## src/rtl/idli_urx_drv_m_if.sv

```systemverilog
// Push-side handshake between the Python-facing bench logic and the UART
// RX driver: a 16-bit word plus valid, with ready flowing back.
interface idli_urx_drv_m_if;
    logic [15:0] i_urd_data;
    logic        i_urd_vld;
    logic        o_urd_rdy;

    // The harness side drives words and valid, and watches ready.
    modport master (
        output i_urd_data,
        output i_urd_vld,
        input  o_urd_rdy
    );

    // The driver side consumes words and reports whether it has room.
    modport slave (
        input  i_urd_data,
        input  i_urd_vld,
        output o_urd_rdy
    );
endinterface

```

## src/rtl/idli_urx_drv_m.sv

```systemverilog
// Bench-side UART driver for the core's serial receive pin. Words pushed by
// the harness are buffered in a small FIFO. Once the core reports that it
// can take a UART transaction, each word goes out as two 8N1 frames, low
// byte first, with every bit held for BIT_CYCLES clocks.
module idli_urx_drv_m #(
    parameter int DEPTH      = 4,
    parameter int BIT_CYCLES = 4
) (
    input  logic                       i_urd_gck,
    input  logic                       i_urd_rst,
    idli_urx_drv_m_if.slave            push_if,
    input  logic                       i_urd_core_rdy,
    output logic                       o_urd_tx,
    output logic                       o_urd_busy,
    output logic                       o_urd_sent,
    output logic [$clog2(DEPTH+1)-1:0] o_urd_level
);

    localparam int AW = $clog2(DEPTH);
    localparam int PW = AW + 1;
    localparam int CW = $clog2(BIT_CYCLES) + 1;
    localparam int LW = $clog2(DEPTH + 1);

    typedef enum logic [1:0] {
        IDLE,
        START,
        DATA,
        STOP
    } state_t;

    state_t        state_q, state_d;
    logic [15:0]   sh_q, sh_d;
    logic          byte_q, byte_d;
    logic [2:0]    bit_q, bit_d;
    logic [CW-1:0] cyc_q, cyc_d;
    logic          tx_q, tx_d;

    logic [PW-1:0] wr_q, rd_q;
    logic [15:0]   mem_q [DEPTH];
    logic [PW-1:0] diff;

    logic          fifoEmpty;
    logic          fifoFull;
    logic          pushEn;
    logic          launch;
    logic          sentPulse;
    logic          cycLast;

    // The extra pointer MSB tells a full FIFO apart from an empty one.
    assign fifoEmpty = (wr_q == rd_q);
    assign fifoFull  = (wr_q[AW] != rd_q[AW]) && (wr_q[AW-1:0] == rd_q[AW-1:0]);
    assign pushEn    = push_if.i_urd_vld && !fifoFull;
    assign cycLast   = (cyc_q == CW'(BIT_CYCLES - 1));
    assign diff      = wr_q - rd_q;

    assign push_if.o_urd_rdy = !fifoFull;
    assign o_urd_level       = LW'(diff);
    assign o_urd_tx          = tx_q;
    assign o_urd_busy        = (state_q != IDLE);
    assign o_urd_sent        = sentPulse;

    // FIFO storage; stale entries behind the read pointer need no reset.
    always_ff @(posedge i_urd_gck) begin
        if (pushEn) begin
            mem_q[wr_q[AW-1:0]] <= push_if.i_urd_data;
        end
    end

    // Frame sequencer: picks the next state and the line level it will drive.
    always_comb begin
        state_d   = state_q;
        sh_d      = sh_q;
        byte_d    = byte_q;
        bit_d     = bit_q;
        cyc_d     = cyc_q;
        tx_d      = tx_q;
        launch    = 1'b0;
        sentPulse = 1'b0;

        case (state_q)
            IDLE: begin
                tx_d = 1'b1;
                if (!fifoEmpty && i_urd_core_rdy) begin
                    launch  = 1'b1;
                    sh_d    = mem_q[rd_q[AW-1:0]];
                    byte_d  = 1'b0;
                    bit_d   = 3'd0;
                    cyc_d   = '0;
                    state_d = START;
                    tx_d    = 1'b0;
                end
            end
            START: begin
                if (cycLast) begin
                    cyc_d   = '0;
                    bit_d   = 3'd0;
                    state_d = DATA;
                    tx_d    = sh_q[0];
                end else begin
                    cyc_d = cyc_q + CW'(1);
                end
            end
            DATA: begin
                if (cycLast) begin
                    cyc_d = '0;
                    sh_d  = {1'b0, sh_q[15:1]};
                    if (bit_q == 3'd7) begin
                        state_d = STOP;
                        tx_d    = 1'b1;
                    end else begin
                        bit_d = bit_q + 3'd1;
                        tx_d  = sh_q[1];
                    end
                end else begin
                    cyc_d = cyc_q + CW'(1);
                end
            end
            STOP: begin
                if (cycLast) begin
                    cyc_d = '0;
                    if (!byte_q) begin
                        byte_d  = 1'b1;
                        state_d = START;
                        tx_d    = 1'b0;
                    end else begin
                        sentPulse = 1'b1;
                        state_d   = IDLE;
                        tx_d      = 1'b1;
                    end
                end else begin
                    cyc_d = cyc_q + CW'(1);
                end
            end
            default: begin
                state_d = IDLE;
                tx_d    = 1'b1;
            end
        endcase
    end

    // State, shifter and FIFO pointers; reset abandons any word in flight.
    always_ff @(posedge i_urd_gck) begin
        if (i_urd_rst) begin
            state_q <= IDLE;
            sh_q    <= '0;
            byte_q  <= 1'b0;
            bit_q   <= 3'd0;
            cyc_q   <= '0;
            tx_q    <= 1'b1;
            wr_q    <= '0;
            rd_q    <= '0;
        end else begin
            state_q <= state_d;
            sh_q    <= sh_d;
            byte_q  <= byte_d;
            bit_q   <= bit_d;
            cyc_q   <= cyc_d;
            tx_q    <= tx_d;
            if (pushEn) begin
                wr_q <= wr_q + PW'(1);
            end
            if (launch) begin
                rd_q <= rd_q + PW'(1);
            end
        end
    end

endmodule

```

## src/flat_wrapper.sv

```systemverilog
// flat-port wrapper written by rule: the top's interface ports become plain ports
module idli_urx_drv_m_flat 
#(
    parameter int DEPTH      = 4,
    parameter int BIT_CYCLES = 4
)
  (i_urd_gck, i_urd_rst, i_urd_core_rdy, o_urd_tx, o_urd_busy, o_urd_sent, o_urd_level, push_if_i_urd_data, push_if_i_urd_vld, push_if_o_urd_rdy);
  idli_urx_drv_m_if push_if_i ();
  input  logic i_urd_gck;
  input  logic i_urd_rst;
  input  logic i_urd_core_rdy;
  output logic o_urd_tx;
  output logic o_urd_busy;
  output logic o_urd_sent;
  output logic [$clog2(DEPTH+1)-1:0] o_urd_level;
  input wire logic [$bits(push_if_i.i_urd_data)-1:0] push_if_i_urd_data;
  input wire logic [$bits(push_if_i.i_urd_vld)-1:0] push_if_i_urd_vld;
  output wire logic [$bits(push_if_i.o_urd_rdy)-1:0] push_if_o_urd_rdy;
  assign push_if_i.i_urd_data = push_if_i_urd_data;
  assign push_if_i.i_urd_vld = push_if_i_urd_vld;
  assign push_if_o_urd_rdy = push_if_i.o_urd_rdy;
  idli_urx_drv_m #(.DEPTH(DEPTH), .BIT_CYCLES(BIT_CYCLES)) u_core (.i_urd_gck(i_urd_gck), .i_urd_rst(i_urd_rst), .push_if(push_if_i), .i_urd_core_rdy(i_urd_core_rdy), .o_urd_tx(o_urd_tx), .o_urd_busy(o_urd_busy), .o_urd_sent(o_urd_sent), .o_urd_level(o_urd_level));
endmodule
```

## config.mk

```make
export PLATFORM = sky130hd
export DESIGN_NAME = idli_urx_drv_m_flat
export DESIGN_NICKNAME = d
export VERILOG_FILES = /design/src/rtl/idli_urx_drv_m_if.sv /design/src/rtl/idli_urx_drv_m.sv /design/src/flat_wrapper.sv
export SDC_FILE = /design/constraint.sdc
export NUM_CORES = 1
export LEC_CHECK = 0
export ABC_AREA = 1
export CAP_MARGIN = 25
export CORE_MARGIN = 4
export CORE_UTILIZATION = 68
export CTS_CLUSTER_DIAMETER = 80
export DETAILED_ROUTE_END_ITERATION = 10
export DONT_BUFFER_PORTS = 1
export HOLD_SLACK_MARGIN = 0.06
export PLACE_DENSITY = 0.84
export SYNTH_ARGS = -nofsm -noshare
export SYNTH_HDL_FRONTEND = slang
export SYNTH_SLANG_ARGS = --single-unit
```

## constraint.sdc

```tcl
create_clock -name i_urd_gck -period 3.15 [get_ports i_urd_gck]
set_input_delay 0.63 -clock i_urd_gck [delete_from_list [all_inputs] [get_ports i_urd_gck]]
set_output_delay 0.63 -clock i_urd_gck [all_outputs]
set_load 0.05 [all_outputs]
```

Yosys cells after proc, flatten, opt, wreduce, memory -nomap -nowiden
Memories as Yosys holds them, arrays and structs flattened. A register that Yosys moved wholly into a read port is not among the register bits.
Index checks and enable logic that the tools add are counted.
{"block": "totals", "ff_bits": 32, "ram_bits": 64, "inputBits": 20, "out_inout_bits": 7, "wordCells": 79, "n_memories": 1}
{"memory": "u_core.mem_q", "depth": 4, "word_bits": 16, "read_ports": 1, "rd_ports_with_merged_regs": 1, "wr": 1, "line_no": "idli_urx_drv_m.sv:39", "source": "logic [15:0] mem_q [DEPTH];"}
{"block": "op_classes", "n_addsub": 5, "n_eq_ne": 14, "mux": 35, "reduce_logical": 16}
{"operator": "$mux 16", "count": 2}
{"operator": "$pmux 16 s2", "count": 1}
{"operator": "$mux 1", "count": 15}
{"operator": "$mux 3", "count": 5}
{"operator": "$mux 2", "count": 7}
{"operator": "$add 3x1->3 const B", "count": 4}
{"operator": "$ne 2x1->1 const B", "count": 5}
{"operator": "$reduce_and 5->1", "count": 2}
{"operator": "$pmux 3 s3", "count": 1}
{"operator": "$reduce_and 3->1", "count": 3}
{"operator": "$pmux 2 s4", "count": 1}
{"operator": "$pmux 3 s2", "count": 1}
{"operator": "$reduce_bool 2->1", "count": 3}
{"operator": "$eq 2x2->1 const B", "count": 2}
{"operator": "$pmux 1 s4", "count": 1}
{"operator": "$eq 3x2->1 const B", "count": 1}
{"operator": "$eq 3x3->1", "count": 1}
{"operator": "$eq 3x3->1 const B", "count": 1}
{"operator": "$logic_and 1x1->1", "count": 3}
{"operator": "$reduce_bool 3->1", "count": 1}
{"operator": "$reduce_or 3->1", "count": 1}
{"operator": "$sub 3x3->3", "count": 1}
{"operator": "$eq 2x1->1 const B", "count": 1}
{"operator": "$eq 2x2->1", "count": 1}
{"operator": "5 further kinds", "count": 6}

Depth between registers and ports, before layout
Gate-level depths: netlist (run 1).
{"block": "depth", "word_depth": 7, "mapped_depth": 12, "depth_no_buf": 11}

Worst setup path before layout (run 1)
Ideal clock, no wire load.
{"block": "synth_timing", "kind": "register to register", "start": "register u_core.wr_q[0]", "end": "memory u_core.mem_q[0][0], enable pin", "setup_time_ns": 0.389, "t_arrival_ns": 2.111, "required_time_ns": 2.761, "path_slack_ns": 0.651, "stages_incl_launch_ff": 8, "n_path_buf": 0, "period_less_slack_ns": 2.499, "cell_sequence": "dfxtp_1 -> inv_1 -> ha_1 -> nand2_1 -> inv_1 -> nand2_1 -> nand2_2 -> nor2_1"}
{"block": "synth_between", "elab_chain_cells": 6}
{"item": "start: declaration", "line_no": "idli_urx_drv_m.sv:38", "source": "logic [PW-1:0] wr_q, rd_q;"}
{"item": "start signal: assignment", "line_no": "idli_urx_drv_m.sv:160", "source": "wr_q <= wr_q + PW'(1);"}
{"item": "$eq 2x2->1", "line_no": "idli_urx_drv_m.sv:51", "source": "assign fifoFull = (wr_q[AW] != rd_q[AW]) && (wr_q[AW-1:0] == rd_q[AW-1:0]);"}
{"item": "$logic_and 1x1->1", "line_no": "idli_urx_drv_m.sv:51"}
{"item": "$logic_not 1->1"}
{"item": "net push_if_o_urd_rdy", "line_no": "flat_wrapper.sv:18", "source": "output wire logic [$bits(push_if_i.o_urd_rdy)-1:0] push_if_o_urd_rdy;"}
{"item": "$logic_and 1x1->1", "line_no": "idli_urx_drv_m.sv:52", "source": "assign pushEn = push_if.i_urd_vld && !fifoFull;"}
{"item": "$mux 1", "line_no": "idli_urx_drv_m.sv:64", "source": "if (pushEn) begin"}
{"item": "$mux 1 (implied by the code)", "line_no": "idli_urx_drv_m.sv:65", "source": "mem_q[wr_q[AW-1:0]] <= push_if.i_urd_data;"}
{"item": "end: declaration", "line_no": "idli_urx_drv_m.sv:39"}
The timed path passes the listed nets, and every way through them passes these cells.

Worst setup path after layout (run 1)
{"block": "layout_timing", "start": "register u_core.wr_q[0]", "end": "output port o_urd_level[2]"}
{"block": "layout_between", "elab_chain_cells": 1}
{"item": "$sub 3x3->3", "line_no": "idli_urx_drv_m.sv:54", "source": "assign diff = wr_q - rd_q;"}
{"item": "end: declaration", "line_no": "flat_wrapper.sv:15", "source": "output logic [$clog2(DEPTH+1)-1:0] o_urd_level;"}
No other way between the ends.

==> results.json, run 1 <==
{
  "htreeDepth": 3,
  "clock_skew_ns": 0.0103,
  "layout_common_cells": "129 x nand2_1, 111 x nor2_1, 64 x edfxtp_1, 39 x inv_1, 34 x dfxtp_1",
  "nets": 529,
  "grt_max_degree": 34,
  "crit_required_ns": 2.52,
  "fmax_mhz": 399,
  "crit_path_end_kind": "output pin",
  "dieArea_sq_um": 7930,
  "grt_pass1_wl_mm": 13.6,
  "clk_latency_ns": 0.35,
  "path_clk_slew_ns": 0.10,
  "arrival_ns": 1.88,
  "dp.cells": 559,
  "cts-buffers-inserted": 9,
  "synth_top_family_by_area": "simple AND/OR/NAND/NOR gates",
  "syn-num-nets": 529,
  "grtUsageTotal_pct": 22.8,
  "cp_max_fo": 5,
  "utilization_pct": 73.5,
  "wl_met3_microns": 320,
  "ys_warn_count": 0,
  "die_w_microns": 89.1,
  "grt_pass1_vias": 3018,
  "hold_viol": 0,
  "rsz0062_at_grt": "no",
  "vias": 3077,
  "maxCapViolCount": 0,
  "yosysSeqAreaShare_pct": 58.2,
  "gp_congestion": 0.856,
  "peakVddDrop_mv": 0.586,
  "run_status": "finished, final reports clean",
  "start_util_pct": 70.4,
  "wl_met2_mm": 4.22,
  "synth_cells": 493,
  "r2r_end": "u_core.mem_q[0][8]$_DFFE_PP_",
  "ant_nets": 0,
  "min_path_type": "input pin to flip-flop",
  "pwr_density_cell_nw_per_um2": 891,
  "leakagePower_nw": 1.99,
  "synth_cell_types": 32,
  "layout-drive-gt1-share_pct": 7.03,
  "wirelength_mm": 8.27,
  "dp_hpwl_mm": 5.48,
  "grt_overflow_total": 0,
  "placement.io_buffers": 0,
  "slew_violations": 0,
  "min-delay-start": "i_urd_rst",
  "fillers": 447,
  "io_pins": 27,
  "r2r_cells": 8,
  "r2r_setup_slack_ns": 0.86,
  "critPathKind": "flip-flop to output pin",
  "syn2layout_area_growth_pct": 4.45,
  "core_area_sq_um": 6350,
  "cts_root_buffer": "clkbuf_8",
  "met1_length_mm": 3.62,
  "final_common_cell": "nand2_1",
  "hold_path_depth": 1,
  "drc": 0,
  "path_cells": "inv_1 -> ha_1 -> fa_1 -> xor2_1 -> buf_4",
  "finalCritPeriodShare_pct": 79.6,
  "hold_buffers": 0,
  "first_pass_iters": 5,
  "grt_antenna_before_repair": 0,
  "max_stage_delay_ns": 0.37,
  "cts_setup_buffers": 0,
  "slew_headroom_pct": 48.5,
  "dr.max_layer_used": "met4",
  "cts_resized": 0,
  "final_cells": 575,
  "n_antenna_cell": 0,
  "synth_area_sq_um": 4470,
  "fin_crit_ns": 2.51,
  "cts_tree": "built",
  "r2r-start": "u_core.rd_q[1]$_SDFFE_PP0P_",
  "cts_buffer_depth": 2,
  "synth-compound-area-share_pct": 6.08,
  "viasPerCell": 5.35,
  "postSynthAreaPerCell_sq_um": 9.06,
  "ys_ff_latch": 98,
  "setup_violations": 0,
  "finalPower_mw": 4.16,
  "wl_per_cell_microns": 14.4,
  "muxShareOfSynthArea_pct": 0,
  "synthAdderAreaFrac_pct": 4.65,
  "synth-simple-area-share_pct": 23.6,
  "worst_pin_slew_ns": 0.767,
  "drt_iter0_markers": 212,
  "cp-start-kind": "flip-flop",
  "critPathSlowestCell": "dfxtp_1",
  "tns_ns": 0,
  "die-height_microns": 89.1,
  "cts.sinks": 98,
  "num_rows": 29,
  "synth-xor-area-share_pct": 0.392
}
worst max path at each step:
stage | cells after the start | startpoint | end
final | 5 | u_core.wr_q[0]$_SDFFE_PP0P_ | o_urd_level[2]
after CTS | 5 | u_core.wr_q[0]$_SDFFE_PP0P_ | o_urd_level[2]
after global routing | 5 | u_core.wr_q[0]$_SDFFE_PP0P_ | o_urd_level[2]
after detailed placement | 8 | u_core.rd_q[1]$_SDFFE_PP0P_ | u_core.mem_q[0][2]$_DFFE_PP_
after global placement | 10 | u_core.wr_q[0]$_SDFFE_PP0P_ | u_core.wr_q[2]$_SDFFE_PP0P_
after floorplan | 7 | u_core.wr_q[0]$_SDFFE_PP0P_ | u_core.mem_q[0][0]$_DFFE_PP_
synthesized netlist by cell type, drive strengths merged:
library cell	number	share of area, %
edfxtp	64	43
buf	14	2.2
xor2	2	0.39
nor2	113	9.7
nor3	1	0.11
inv	42	3.6
ha	15	4.2
clkinv	1	0.084
fa	1	0.45
nand3	10	1.6
o211ai	1	0.17
clkbuf	5	1.1
dfxtp	34	15
nand3b	1	0.17
nand4	3	0.42
nand2	133	11
and3	1	0.14
a21oi	11	1.2
o21ai	41	4.7
power breakdown:
group	total, mW	internal [mW]	switching [mW]
registers	1.74	1.58	0.155
clock network	0.808	0.374	0.434
logic	1.62	0.497	1.12
worst max-delay path: cells and delay by family (launching register included):
| family | cells | cell delay, ns |
|---|---|---|
| flip-flops | 1 | 0.37 |
| adder cells (fa/ha/maj) | 2 | 0.58 |
| XOR/XNOR | 1 | 0.22 |
| buffers and inverters | 2 | 0.35 |
per-layer routing:
| metal | global-route usage [%] | up-vias |
|---|---|---|
| li1 | - | 1575 |
| met2 | 40.4 | 64 |
| met4 | 7.17 | 0 |
| met5 | 0 | - |
| met3 | 3.78 | 11 |
| met1 | 28.7 | 1427 |
final cells by class:
type	count	area, sq um	area share (%)
clock buffer	11	131	2.82
clock inverter	5	62.6	1.34
inverter	43	164	3.51
multi-input combinational	333	1550	33.2
sequential	98	2600	55.8
tap	77	96.3	2.06
timing repair buffer	8	60.1	1.29
per-stage QoR:
stage	hold WS (ns)	worst slack (ns)	cell area (sq um)
detailed placement	0.428	0.868	4470
CTS	0.323	0.641	4670
floorplan	0.417	0.651	4470
global route	0.314	0.548	4670
global placement	0.428	1.01	4470
finish	0.329	0.642	4670
sequential cells by signal, indices dropped and copies added (netlist names), named ones only:
signal / cells
u_core.mem_q: 64
u_core.bit_q: 3
u_core.state_q: 2
u_core.o_urd_tx: 1
u_core.sh_q: 16
u_core.cyc_q: 3
u_core.byte_q: 1
u_core.wr_q: 3
u_core.rd_q: 3
cells by family after synthesis:
kind of cell	Yosys count
and+or+nand+nor	262
DFF	98
buffers and inverters	62
AOI/OAI and AO/OA	53
adders and majority gates	16
xor gates and xnor gates	2
(Power assumes the default switching activity.)
==> run 2, diff against run 1 <==
- CORE_UTILIZATION: 68 -> 63
- PLACE_DENSITY: 0.84 -> 0.79
- clock period: 3.15 -> 2.63 ns (I/O delays scaled with it)
==> results.json, run 2 (synthesized netlist as in run 1, its figures left out) <==
{
  "grtUsageTotal_pct": 21.2,
  "grt_pass1_wl_mm": 13.9,
  "finalCritPeriodShare_pct": 89.0,
  "core_area_sq_um": 6830,
  "largest_reg_flops": 64,
  "min_path_type": "input pin to flip-flop",
  "peakVddDrop_mv": 0.518,
  "fillers": 538,
  "pwr-share-comb_pct": 39.3,
  "clock_skew_ns": 0.00943,
  "nets": 534,
  "grt_antenna_before_repair": 0,
  "crit_required_ns": 2.10,
  "hold_viol": 0,
  "switchingPower_mw": 2.05,
  "ant_nets": 0,
  "first_pass_iters": 5,
  "cts_buffer_depth": 2,
  "r2r_setup_slack_ns": 0.58,
  "placement.io_buffers": 0,
  "final_common_cell": "nand2_1",
  "pre_cts_slack_ns": 0.619,
  "worst_pin_slew_ns": 0.524,
  "cts.sinks": 98,
  "rsz0062_at_grt": "no",
  "layout_common_cells": "129 x nand2_1, 111 x nor2_1, 64 x edfxtp_1, 39 x inv_1, 34 x dfxtp_1",
  "wl_per_cell_microns": 13.9,
  "gp_congestion": 0.861,
  "arrival_ns": 1.81,
  "critPathSlowestCell": "fa_1",
  "leakagePower_nw": 2.02,
  "vias": 3101,
  "drc": 0,
  "p_int_mw": 2.96,
  "setup_slack_ns": 0.290,
  "run_status": "finished, final reports clean",
  "cts_root_buffer": "clkbuf_8",
  "slew_headroom_pct": 64.9,
  "io_pins": 27,
  "cp-start-kind": "flip-flop",
  "num_rows": 30,
  "htreeDepth": 3,
  "clk_latency_ns": 0.36,
  "viasPerCell": 5.18,
  "fmax_mhz": 427,
  "fin_crit_ns": 2.34,
  "pwr_density_cell_nw_per_um2": 1060,
  "cts_setup_buffers": 0,
  "cts_resized": 0,
  "crit_top_cell": "inv_1",
  "p_seq_share_pct": 41.3,
  "cp_max_fo": 5,
  "tns_ns": 0,
  "wirelength_mm": 8.33,
  "n_antenna_cell": 0,
  "layout-drive-gt1-share_pct": 8.15,
  "die_w_microns": 92.2,
  "grt_max_degree": 34,
  "maxCapViolCount": 0,
  "path_clk_slew_ns": 0.10,
  "drt_iter0_markers": 189,
  "cts-buffers-inserted": 9,
  "setup_violations": 0,
  "start_util_pct": 65.4,
  "hold_buffers": 0,
  "path_cells": "inv_1 -> ha_1 -> fa_1 -> inv_1",
  "slew_violations": 0,
  "crit_path_end_kind": "output pin",
  "grt_pass1_vias": 3004,
  "die-height_microns": 92.2,
  "cts_tree": "built",
  "swShare_pct": 40.9,
  "max_stage_delay_ns": 0.43,
  "dieArea_sq_um": 8500,
  "dp_hpwl_mm": 5.38,
  "critPathKind": "flip-flop to output pin",
  "syn2layout_area_growth_pct": 5.94,
  "power_frac_clock_pct": 19.5,
  "grt_overflow_total": 0
}
## run 2: worst paths after layout
path	startpoint	to	depth (start not counted)
worst min-delay path	i_urd_rst	u_core.cyc_q[2]$_SDFFE_PP0N_	1
worst max register to register	u_core.state_q[0]$_SDFFE_PP0P_	u_core.sh_q[1]$_SDFFE_PP0P_	7
worst max-delay path	u_core.wr_q[0]$_SDFFE_PP0P_	o_urd_level[1]	4
worst min register to register	u_core.cyc_q[2]$_SDFFE_PP0N_	u_core.cyc_q[2]$_SDFFE_PP0N_	2
## run 2: metal layers
| metal | part of all wire (%) | GRT usage (%) | vias to the layer above | wire, microns |
|---|---|---|---|---|
| met5 | 0 | 0 | - | 0 |
| met4 | 2.6 | 8.42 | 0 | 220 |
| met2 | 48 | 35.0 | 76 | 4000 |
| met1 | 45 | 26.6 | 1422 | 3710 |
| li1 | - | - | 1584 | - |
| met3 | 4.8 | 5.82 | 19 | 403 |
## run 2: cell type report
class,count,area [sq um],share of cell area (%)
inverter,43,164,3.46
timing repair buffer,13,97.6,2.06
multi-input combinational,333,1550,32.8
clock inverter,7,75.1,1.59
clock buffer,9,124,2.62
tap,96,120,2.54
sequential,98,2600,55.0
## run 2: critical path, delay by kind of cell, from the launching register on
kind / cells / cell delay, ns
adders and majority gates: 2 / 0.64
buffers and inverters: 2 / 0.45
DFF: 1 / 0.37
## run 2: through the flow
stage	utilization, %	power, mW	cells	hold slack, ns	instance area (sq um)
2_1_floorplan	-	3.75	493	0.417	4470
3_3_place_gp	66.4	3.99	583	0.429	4530
3_5_place_dp	66.4	4.05	583	0.437	4530
5_1_grt	69.3	5.42	599	0.200	4730
4_1_cts	69.3	5.01	599	0.208	4730
6_report	69.3	5.01	599	0.218	4730
## run 2: power groups by stage
| stage | clock network, mW | registers [mW] | logic, mW |
|---|---|---|---|
| after floorplan | 0 | 2.04 | 1.71 |
| after global placement | 0 | 2.09 | 1.89 |
| after detailed placement | 0 | 2.10 | 1.95 |
| after CTS | 0.984 | 2.07 | 1.96 |
| after global routing | 1.05 | 2.10 | 2.27 |
| final | 0.976 | 2.07 | 1.97 |
